<file path="src/rtl/hov_loader_pkg.sv">
// Shared types and constants for the host-driven input loader.
// Holds the loader FSM state encoding, the host command bytes and default widths.
// No logic; imported by input_loader.
package hov_loader_pkg;

  // Default geometry of the input arrays
  localparam int DEF_ADDR_W = 13;
  localparam int DEF_DATA_W = 12;

  // Host command bytes, only interpreted while the loader is idle
  localparam logic [7:0] CMD_LOAD1 = 8'h01;
  localparam logic [7:0] CMD_LOAD2 = 8'h02;
  localparam logic [7:0] CMD_RUN   = 8'h10;

  // Loader FSM states
  typedef enum logic [2:0] {
    IDLE    = 3'd0,
    CNT_LO  = 3'd1,
    CNT_HI  = 3'd2,
    DATA_LO = 3'd3,
    DATA_HI = 3'd4,
    WRITE   = 3'd5
  } state_e;

endpackage

</file>
<file path="src/rtl/input_loader.sv">
// Byte-stream loader: decodes host commands, fills input arrays 1/2, controls CPU reset/start.
// Latency: array write strobes one cycle after the hi byte of each word is accepted.
// Backpressure: rx_ready drops only in the one-cycle WRITE state and while rst is high.
// Optional: define LOADER_INPUT2_EN to make command 0x02 load array 2; otherwise 0x02 is an unknown command.
// ADDR_W must be in 9..16 and DATA_W in 9..16 (both are assembled from two bytes).
module input_loader
  import hov_loader_pkg::*;
#(
  parameter int ADDR_W = DEF_ADDR_W,
  parameter int DATA_W = DEF_DATA_W
) (
  input  logic              clk,
  input  logic              rst,
  input  logic              rx_valid,
  input  logic [7:0]        rx_data,
  output logic              rx_ready,
  output logic              in1_write,
  output logic              in2_write,
  output logic [ADDR_W-1:0] addr_in,
  output logic [DATA_W-1:0] data_in,
  output logic [ADDR_W-1:0] len1,
  output logic [ADDR_W-1:0] len2,
  output logic              cpu_rst,
  output logic              cpu_start,
  output logic              busy,
  output logic              cmd_err
);

`ifdef LOADER_INPUT2_EN
  localparam bit IN2_EN = 1'b1;
`else
  localparam bit IN2_EN = 1'b0;
`endif

  // Registered state
  state_e            state_q, state_d;
  logic [ADDR_W-1:0] count_q, count_d;   // words in the current load
  logic [ADDR_W-1:0] idx_q, idx_d;       // index of the word being assembled
  logic [7:0]        lo_q, lo_d;         // low byte of the word in flight
  logic              sel2_q, sel2_d;     // current load targets array 2
  logic [ADDR_W-1:0] len1_q, len1_d;
  logic [ADDR_W-1:0] len2_q, len2_d;
  logic              err_q, err_d;
  logic              cpu_rst_q, cpu_rst_d;
  logic              cpu_start_q, cpu_start_d;
  logic              wr1_q, wr1_d;
  logic              wr2_q, wr2_d;
  logic [ADDR_W-1:0] addr_q, addr_d;
  logic [DATA_W-1:0] data_q, data_d;

  // Byte handshake and decode helpers
  logic              accept;
  logic              load1_cmd;
  logic              load2_cmd;
  logic [ADDR_W-1:0] cnt_full;
  logic [DATA_W-1:0] word;
  logic [ADDR_W:0]   idx_next;
  logic              last_word;

  assign rx_ready  = (state_q != WRITE) && !rst;
  assign accept    = rx_valid && rx_ready;
  assign load1_cmd = (rx_data == CMD_LOAD1);
  assign load2_cmd = IN2_EN && (rx_data == CMD_LOAD2);
  // Upper count bits beyond ADDR_W in the hi byte are ignored
  assign cnt_full  = {rx_data[ADDR_W-9:0], count_q[7:0]};
  assign word      = {rx_data[DATA_W-9:0], lo_q};
  // One extra bit so the compare cannot wrap even at the maximum count
  assign idx_next  = {1'b0, idx_q} + {{ADDR_W{1'b0}}, 1'b1};
  assign last_word = (idx_next >= {1'b0, count_q});

  // Next-state and datapath decode for the loader FSM
  always_comb begin
    state_d     = state_q;
    count_d     = count_q;
    idx_d       = idx_q;
    lo_d        = lo_q;
    sel2_d      = sel2_q;
    len1_d      = len1_q;
    len2_d      = len2_q;
    err_d       = err_q;
    cpu_rst_d   = cpu_rst_q;
    cpu_start_d = 1'b0;
    wr1_d       = 1'b0;
    wr2_d       = 1'b0;
    addr_d      = addr_q;
    data_d      = data_q;

    case (state_q)
      IDLE: begin
        if (accept) begin
          if (load1_cmd || load2_cmd) begin
            state_d   = CNT_LO;
            sel2_d    = load2_cmd;
            idx_d     = '0;
            cpu_rst_d = 1'b1;
          end else if (rx_data == CMD_RUN) begin
            cpu_rst_d   = 1'b0;
            cpu_start_d = 1'b1;
          end else begin
            err_d = 1'b1;
          end
        end
      end
      CNT_LO: begin
        if (accept) begin
          count_d = {{(ADDR_W-8){1'b0}}, rx_data};
          state_d = CNT_HI;
        end
      end
      CNT_HI: begin
        if (accept) begin
          count_d = cnt_full;
          if (cnt_full == '0) begin
            // Empty load completes immediately and records a zero length
            state_d = IDLE;
            if (sel2_q) len2_d = '0;
            else        len1_d = '0;
          end else begin
            state_d = DATA_LO;
          end
        end
      end
      DATA_LO: begin
        if (accept) begin
          lo_d    = rx_data;
          state_d = DATA_HI;
        end
      end
      DATA_HI: begin
        if (accept) begin
          wr1_d   = !sel2_q;
          wr2_d   = sel2_q;
          addr_d  = idx_q;
          data_d  = word;
          state_d = WRITE;
        end
      end
      WRITE: begin
        // Write strobe is on the outputs this cycle; no byte is taken
        idx_d = idx_next[ADDR_W-1:0];
        if (last_word) begin
          state_d = IDLE;
          if (sel2_q) len2_d = count_q;
          else        len1_d = count_q;
        end else begin
          state_d = DATA_LO;
        end
      end
      default: state_d = IDLE;
    endcase
  end

  // State and output registers with synchronous reset
  always_ff @(posedge clk) begin
    if (rst) begin
      state_q     <= IDLE;
      count_q     <= '0;
      idx_q       <= '0;
      lo_q        <= '0;
      sel2_q      <= 1'b0;
      len1_q      <= '0;
      len2_q      <= '0;
      err_q       <= 1'b0;
      cpu_rst_q   <= 1'b1;
      cpu_start_q <= 1'b0;
      wr1_q       <= 1'b0;
      wr2_q       <= 1'b0;
      addr_q      <= '0;
      data_q      <= '0;
    end else begin
      state_q     <= state_d;
      count_q     <= count_d;
      idx_q       <= idx_d;
      lo_q        <= lo_d;
      sel2_q      <= sel2_d;
      len1_q      <= len1_d;
      len2_q      <= len2_d;
      err_q       <= err_d;
      cpu_rst_q   <= cpu_rst_d;
      cpu_start_q <= cpu_start_d;
      wr1_q       <= wr1_d;
      wr2_q       <= wr2_d;
      addr_q      <= addr_d;
      data_q      <= data_d;
    end
  end

  assign in1_write = wr1_q;
  assign in2_write = IN2_EN ? wr2_q : 1'b0;
  assign len1      = len1_q;
  assign len2      = IN2_EN ? len2_q : '0;
  assign addr_in   = addr_q;
  assign data_in   = data_q;
  assign cpu_rst   = cpu_rst_q;
  assign cpu_start = cpu_start_q;
  assign busy      = (state_q != IDLE);
  assign cmd_err   = err_q;

endmodule
</file>
<file path="config.mk">
export PLATFORM = sky130hd
export DESIGN_NAME = input_loader
export DESIGN_NICKNAME = d
export VERILOG_FILES = /design/src/rtl/hov_loader_pkg.sv /design/src/rtl/input_loader.sv
export SDC_FILE = /design/constraint.sdc
export NUM_CORES = 1
export LEC_CHECK = 0
export BUFFER_PORTS_ARGS = -buffer_cell sky130_fd_sc_hd__buf_2
export CAP_MARGIN = 0
export CORE_UTILIZATION = 30
export CTS_BUF_LIST = sky130_fd_sc_hd__clkbuf_4 sky130_fd_sc_hd__clkbuf_8
export DETAILED_ROUTE_END_ITERATION = 7
export PLACE_DENSITY = 0.54
export SLEW_MARGIN = 20
export SYNTH_ARGS = -nofsm -noshare
export SYNTH_HDL_FRONTEND = slang
export SYNTH_SLANG_ARGS = --single-unit
</file>
<file path="constraint.sdc">
create_clock -name clk -period 3.8 [get_ports clk]
set_input_delay 0.38 -clock clk [delete_from_list [all_inputs] [get_ports clk]]
set_output_delay 0.38 -clock clk [all_outputs]
set_load 0.1 [all_outputs]
</file>
# After elaboration in Yosys (flattened, before gate mapping)

Cells that the tools add are included.

Add/subtract/negate cells: 1
Order comparisons: 1
Bitwise gates (word level): 6
Reduce and logical (&&, ||, !) cells: 21
Multiplexer cells: 22
Equality and inequality tests: 16

Operator list:

| cell                                           | count |
|---|---|
| 2-to-1 mux 13 bit                              | 7 |
| case mux 13 bit (2 select lines)               | 3 |
| 2-to-1 mux 3 bit                               | 6 |
| case mux 3 bit (6 select lines)                | 1 |
| != test 2 bit (second input constant)          | 8 |
| adder 13 x 1 -> 14 bit (second input constant) | 1 |
| greater-or-equal comparator 14 x 13 -> 1 bit   | 1 |
| logical NOT 13 bit                             | 1 |
| AND reduction 3 bit                            | 4 |
| == test 8 x 1 -> 1 bit (second input constant) | 1 |
| == test 8 x 5 -> 1 bit (second input constant) | 1 |
| AND reduction 4 bit                            | 2 |
| nonzero test 2 bit                             | 4 |
| == test 3 x 2 -> 1 bit (second input constant) | 2 |
| == test 3 bit (second input constant)          | 2 |
| NOT 1 bit                                      | 6 |
| AND reduction 6 bit                            | 1 |
| 2-to-1 mux 2 bit                               | 2 |
| AND reduction 2 bit                            | 2 |
| OR reduction 4 bit                             | 1 |
| == test 3 x 1 -> 1 bit (second input constant) | 1 |
| logical NOT 3 bit                              | 1 |
| 2-to-1 mux 1 bit                               | 3 |
| != test 3 bit (second input constant)          | 1 |
| 4 further kinds                                | 5 |

Register bits: 79
Output and inout bits: 58
Input port bits: 11
Word-level logic and storage cells: 79

# Longest topological paths before layout

Depth after elaboration: 5
Depth in mapped cells: 13
Gate-level depth less buffers: 10

# Least setup slack after synthesis

Ideal clock, no wire load.

Kind: register -> register
Start: register idx_q[2]
End: register len1_q[10], in the netlist len1[10]
Setup time: 0.074 ns
Stages on the path, launching flop included: 14
Path buffers: 3
Arrival time: 2.758 ns
Required time: 3.726 ns
Period minus slack after synthesis: 2.832 ns
Setup slack: 0.968 ns
Path through: dfxtp_1 -> buf_2 -> and4_1 -> clkbuf_1 -> nand3_1 -> or2_2 -> xnor2_1 -> ha_1 -> nand3_1 -> a2111oi_2 -> a221o_1 -> buf_6 -> o211ai_2 -> a31oi_1

Longest elaborated chain between the ends: 4

Ends and longest elaborated chain:

| element                                      | RTL line            | text |
|---|---|---|
| start: declaration                           | input_loader.sv:38  | `logic [ADDR_W-1:0] idx_q, idx_d;` |
| start signal: assignment                     | input_loader.sv:173 | `idx_q <= idx_d;` |
| adder 13 x 1 -> 14 bit                       | input_loader.sv:68  | `assign idx_next = {1'b0, idx_q} + {{ADDR_W{1'b0}}, 1'b1};` |
| greater-or-equal comparator 14 x 13 -> 1 bit | input_loader.sv:69  | `assign last_word = (idx_next >= {1'b0, count_q});` |
| != test 2 bit (no line)                      | n/a                 |  |
| AND reduction 4 bit (no line)                | n/a                 |  |
| end signal: assignment                       | input_loader.sv:176 | `len1_q <= len1_d;` |
| end: declaration                             | input_loader.sv:41  | `logic [ADDR_W-1:0] len1_q, len1_d;` |

No other way between the ends.
A chain may end at the register's enable or synchronous reset.

# Final worst setup path

Start: register idx_q[2]
End: register len1_q[0], in the netlist len1[0]

The elaborated chain is that of the path after synthesis.

==> impl_summary.log <==
INFO  metric final_cell_mix = 79 x sky130_fd_sc_hd__dfxtp_1, 72 x sky130_fd_sc_hd__nand2_1, 54 x sky130_fd_sc_hd__buf_2
INFO  metric synth.yosys.seq_area_share = 39.9%
INFO  metric synth_edf_count = 0
INFO  metric antenna_cells = 0
INFO  metric first_global_vias = 3251
INFO  metric synthesis.yosys.warnings = 0
INFO  metric coreArea = 0.0128 mm²
INFO  metric vias_per_cell = between 5 and 6
INFO  metric drt_drc_violations_left = 0
INFO  metric hold_path.class = in -> reg
INFO  metric yosys.cell_types.count = 55
INFO  metric final_min_period_over_clock_period = 88.8%
INFO  metric detailroute.via_count = 3485
INFO  metric final_hold_viol_count = 0
INFO  metric clkLatencyLatePin = 360 ps
INFO  metric cts.root.buffer_cell = sky130_fd_sc_hd__clkbuf_8
INFO  metric post_synth.cell_area_avg = 8.31 µm²
INFO  metric detailedPlace.worstSlack = approximately 470 ps
INFO  metric final_max_slew_viol_count = 0
INFO  metric syn2layout_area_growth = 12.6%
INFO  metric tritoncts_clock_tree = built
INFO  metric worstSetupEndpointType = flop
INFO  metric ctsResizeCount = 0
INFO  metric maxCapViolCount = 0
INFO  metric synth-compound-area-share = 18.9%
INFO  metric dpl_cell_area = 0.00427 mm²
INFO  metric synth.ff_latch_count = 79
INFO  metric clk_pin_slew = 90 ps
INFO  metric portBuffers = 54
INFO  metric hpwlAfterDp = 6.96 mm
INFO  metric totalNegativeSetupSlack = 0 ps
INFO  metric netlist_area = 0.00396 mm²
INFO  metric peakVddDrop = 0.169 mV
INFO  metric grt_usage = 15.5%
INFO  metric finalCriticalPeriod = 3370 ps
INFO  metric die_area = 0.0137 mm²
INFO  metric yosys_most_used_dff = sky130_fd_sc_hd__dfxtp_1
INFO  metric async_reset_ff_share = 0%
INFO  metric synth_top_family_by_area = simple AND/OR/NAND/NOR gates
INFO  metric post_layout_nets = ~540
INFO  metric routed_wire_length_per_instance = between 10 and 15 µm
INFO  metric power_leakage = 1.65 nW
INFO  metric synth.mux.area_fraction = 2.31%
INFO  metric global_route_wire_length_before_repair = roughly 17 mm
INFO  metric cts_made_buffers = 9
INFO  metric cts_buffer_depth = 2
INFO  metric yosys.area_share.adder = 4.74%
INFO  metric clock-sinks = 79
INFO  metric synth_cells = 477
INFO  metric fp-row-count = 41
INFO  metric antenna_found_initial = 0
INFO  metric globalRouteOverflowTotal = 0
INFO  metric placed_cells_incl_taps = approximately 670
INFO  metric drt_pass1_iterations = 5
INFO  metric peak_freq = 296 MHz
INFO  metric mostFrequentLayoutCell = sky130_fd_sc_hd__dfxtp_1
INFO  metric critical_path_required = roughly 4000 ps
INFO  metric drive_above_1_share = between 10% and 20%
INFO  metric setup_ws = 426 ps
INFO  metric setup_viol = 0
INFO  metric maximum_number_of_pins_on_one_net_before_global_route_repair = 56
INFO  metric cts_post_setup_buffers_inserted = 0
INFO  metric clock_tree.htree_level_count = 3
INFO  metric maximum_fanout_along_the_worst_path = 13
INFO  metric power_density = 354 mW/mm²
INFO  metric starting_density_of_the_core = 31.0%
INFO  metric timing.max_slew.rel_slack = 43.9%
INFO  metric antenna_left = 0
INFO  metric critPathArrivalTime = 3660 ps
INFO  metric worstSetupPathType = reg -> reg
INFO  metric top_level_ports = 69
INFO  metric run_status = completed
INFO  metric layoutNonFillerInstCount = approximately 690
INFO  metric cts_hold_buffers = 0
INFO  metric synth_simple_gate_area_share = 23.1%
INFO  metric drt_iter0_markers = 241
INFO  metric dieHeight = ~120 µm
INFO  metric worst_clock_skew = between 10 and 15 ps
INFO  metric die_w = 117 µm
INFO  metric place.gp.congestion = 0.803
INFO  metric worst_slew_pin_tran = 840 ps
INFO  metric synth_xor_xnor_area_share = 2.65%
INFO  metric final_area = between 0.004 and 0.005 mm²
INFO  metric timing.critical_path.from_type = flop
INFO  metric final_routed_wirelength_across_all_metal_layers = 10.1 mm
INFO  metric rsz0062_at_grt = no
==> worst max-delay path, stage by stage, from the launching register on <==
cell and delay (ps):
sky130_fd_sc_hd__dfxtp_1 480, sky130_fd_sc_hd__and4_1 340, sky130_fd_sc_hd__nand3_1 200, sky130_fd_sc_hd__or2_2 360
sky130_fd_sc_hd__xnor2_1 130, sky130_fd_sc_hd__ha_1 310, sky130_fd_sc_hd__nand3_1 100, sky130_fd_sc_hd__a2111oi_2 330
sky130_fd_sc_hd__a221o_1 650, sky130_fd_sc_hd__o211ai_1 210, sky130_fd_sc_hd__a31oi_1 190
==> where the power goes <==
group / switching [W] / internal [W] / leakage, nW
sequential: 0.000000555 / 0.000828 / 0.636
clock: 0.000333 / 0.000306 / 0.0936
combinational: 0.000100 / 0.0000105 / 0.919
total: 0.000434 / 0.00114 / 1.65
==> logic make-up after synthesis <==
group                      count (synthesis)
DFF                                       79
AOI/OAI and AO/OA                        108
buffers and inverters                     64
and+or+nand+nor                          189
muxes                                      9
adders and majority gates                 15
xor gates and xnor gates                  12
other                                      1
==> worst paths after layout <==
kind | startpoint | end | slack, ps | depth (start not counted)
setup / recovery | idx_q[2] | len1[0] | 430 | 10
hold / removal | rx_data[7] | lo_q[7] | 300 | 3
setup reg to reg | idx_q[2] | len1[0] | 430 | 10
hold reg to reg | lo_q[0] | data_in[0] | 460 | 2
==> routing by layer <==
| metal | track usage [%] | share of wire [%] |
|---|---|---|
| met3 | 3.24 | 4.8 |
| met1 | 21.6 | 49 |
| met2 | 24.0 | 45 |
| met5 | 0 | 0 |
| met4 | 4.64 | 1.0 |
==> registers in the layout (all words and copies together) (netlist names), 3 cells and up <==
signal   count
lo_q         8
state_q      3
len1        13
addr_in     13
data_in     12
idx_q       13
count_q     13
==> cell type report <==
class | count | area, µm²
repair buffers | 59 | 308
inverters | 16 | 60.1
clock inverters | 6 | 70.1
flip-flops and latches | 79 | 1580
multi-input cells | 347 | 2100
well taps | 172 | 215
fillers | 1321 | 8310
clock buffers | 9 | 124
==> through the flow <==
step | hold WS [ps] | utilization (%) | power, W
after floorplan | 431 | - | 0.000953
after global placement | 445 | 33.4 | 0.000958
after detailed placement | 447 | 33.4 | 0.000959
after CTS | 301 | 34.9 | 0.00159
after global routing | 319 | 34.9 | 0.00163
final | 303 | 34.9 | 0.00158
==> cell usage after synthesis (all sizes together) (2+ instances only) <==
master,n,area share (%)
a2111oi,2,0.60
a21o,2,0.38
a21oi,42,5.3
a22oi,9,1.7
a311oi,6,1.3
a31oi,17,2.7
and2,3,0.47
and3,5,0.79
and4,3,0.66
buf,34,5.5
clkbuf,14,1.3
dfxtp,79,40
ha,15,4.7
inv,15,1.4
mux2i,8,2.0
nand2,73,7.0
nand3,34,4.4
nand4,13,2.1
nor2,36,3.4
nor2b,3,0.47
nor3,7,1.0
nor3b,3,0.85
nor4,2,0.32
o211ai,14,3.9
o21ai,6,0.76
or2,3,0.47
xnor2,8,1.8
xor2,4,0.88
Note: power is estimated with default switching activity, not from simulation.
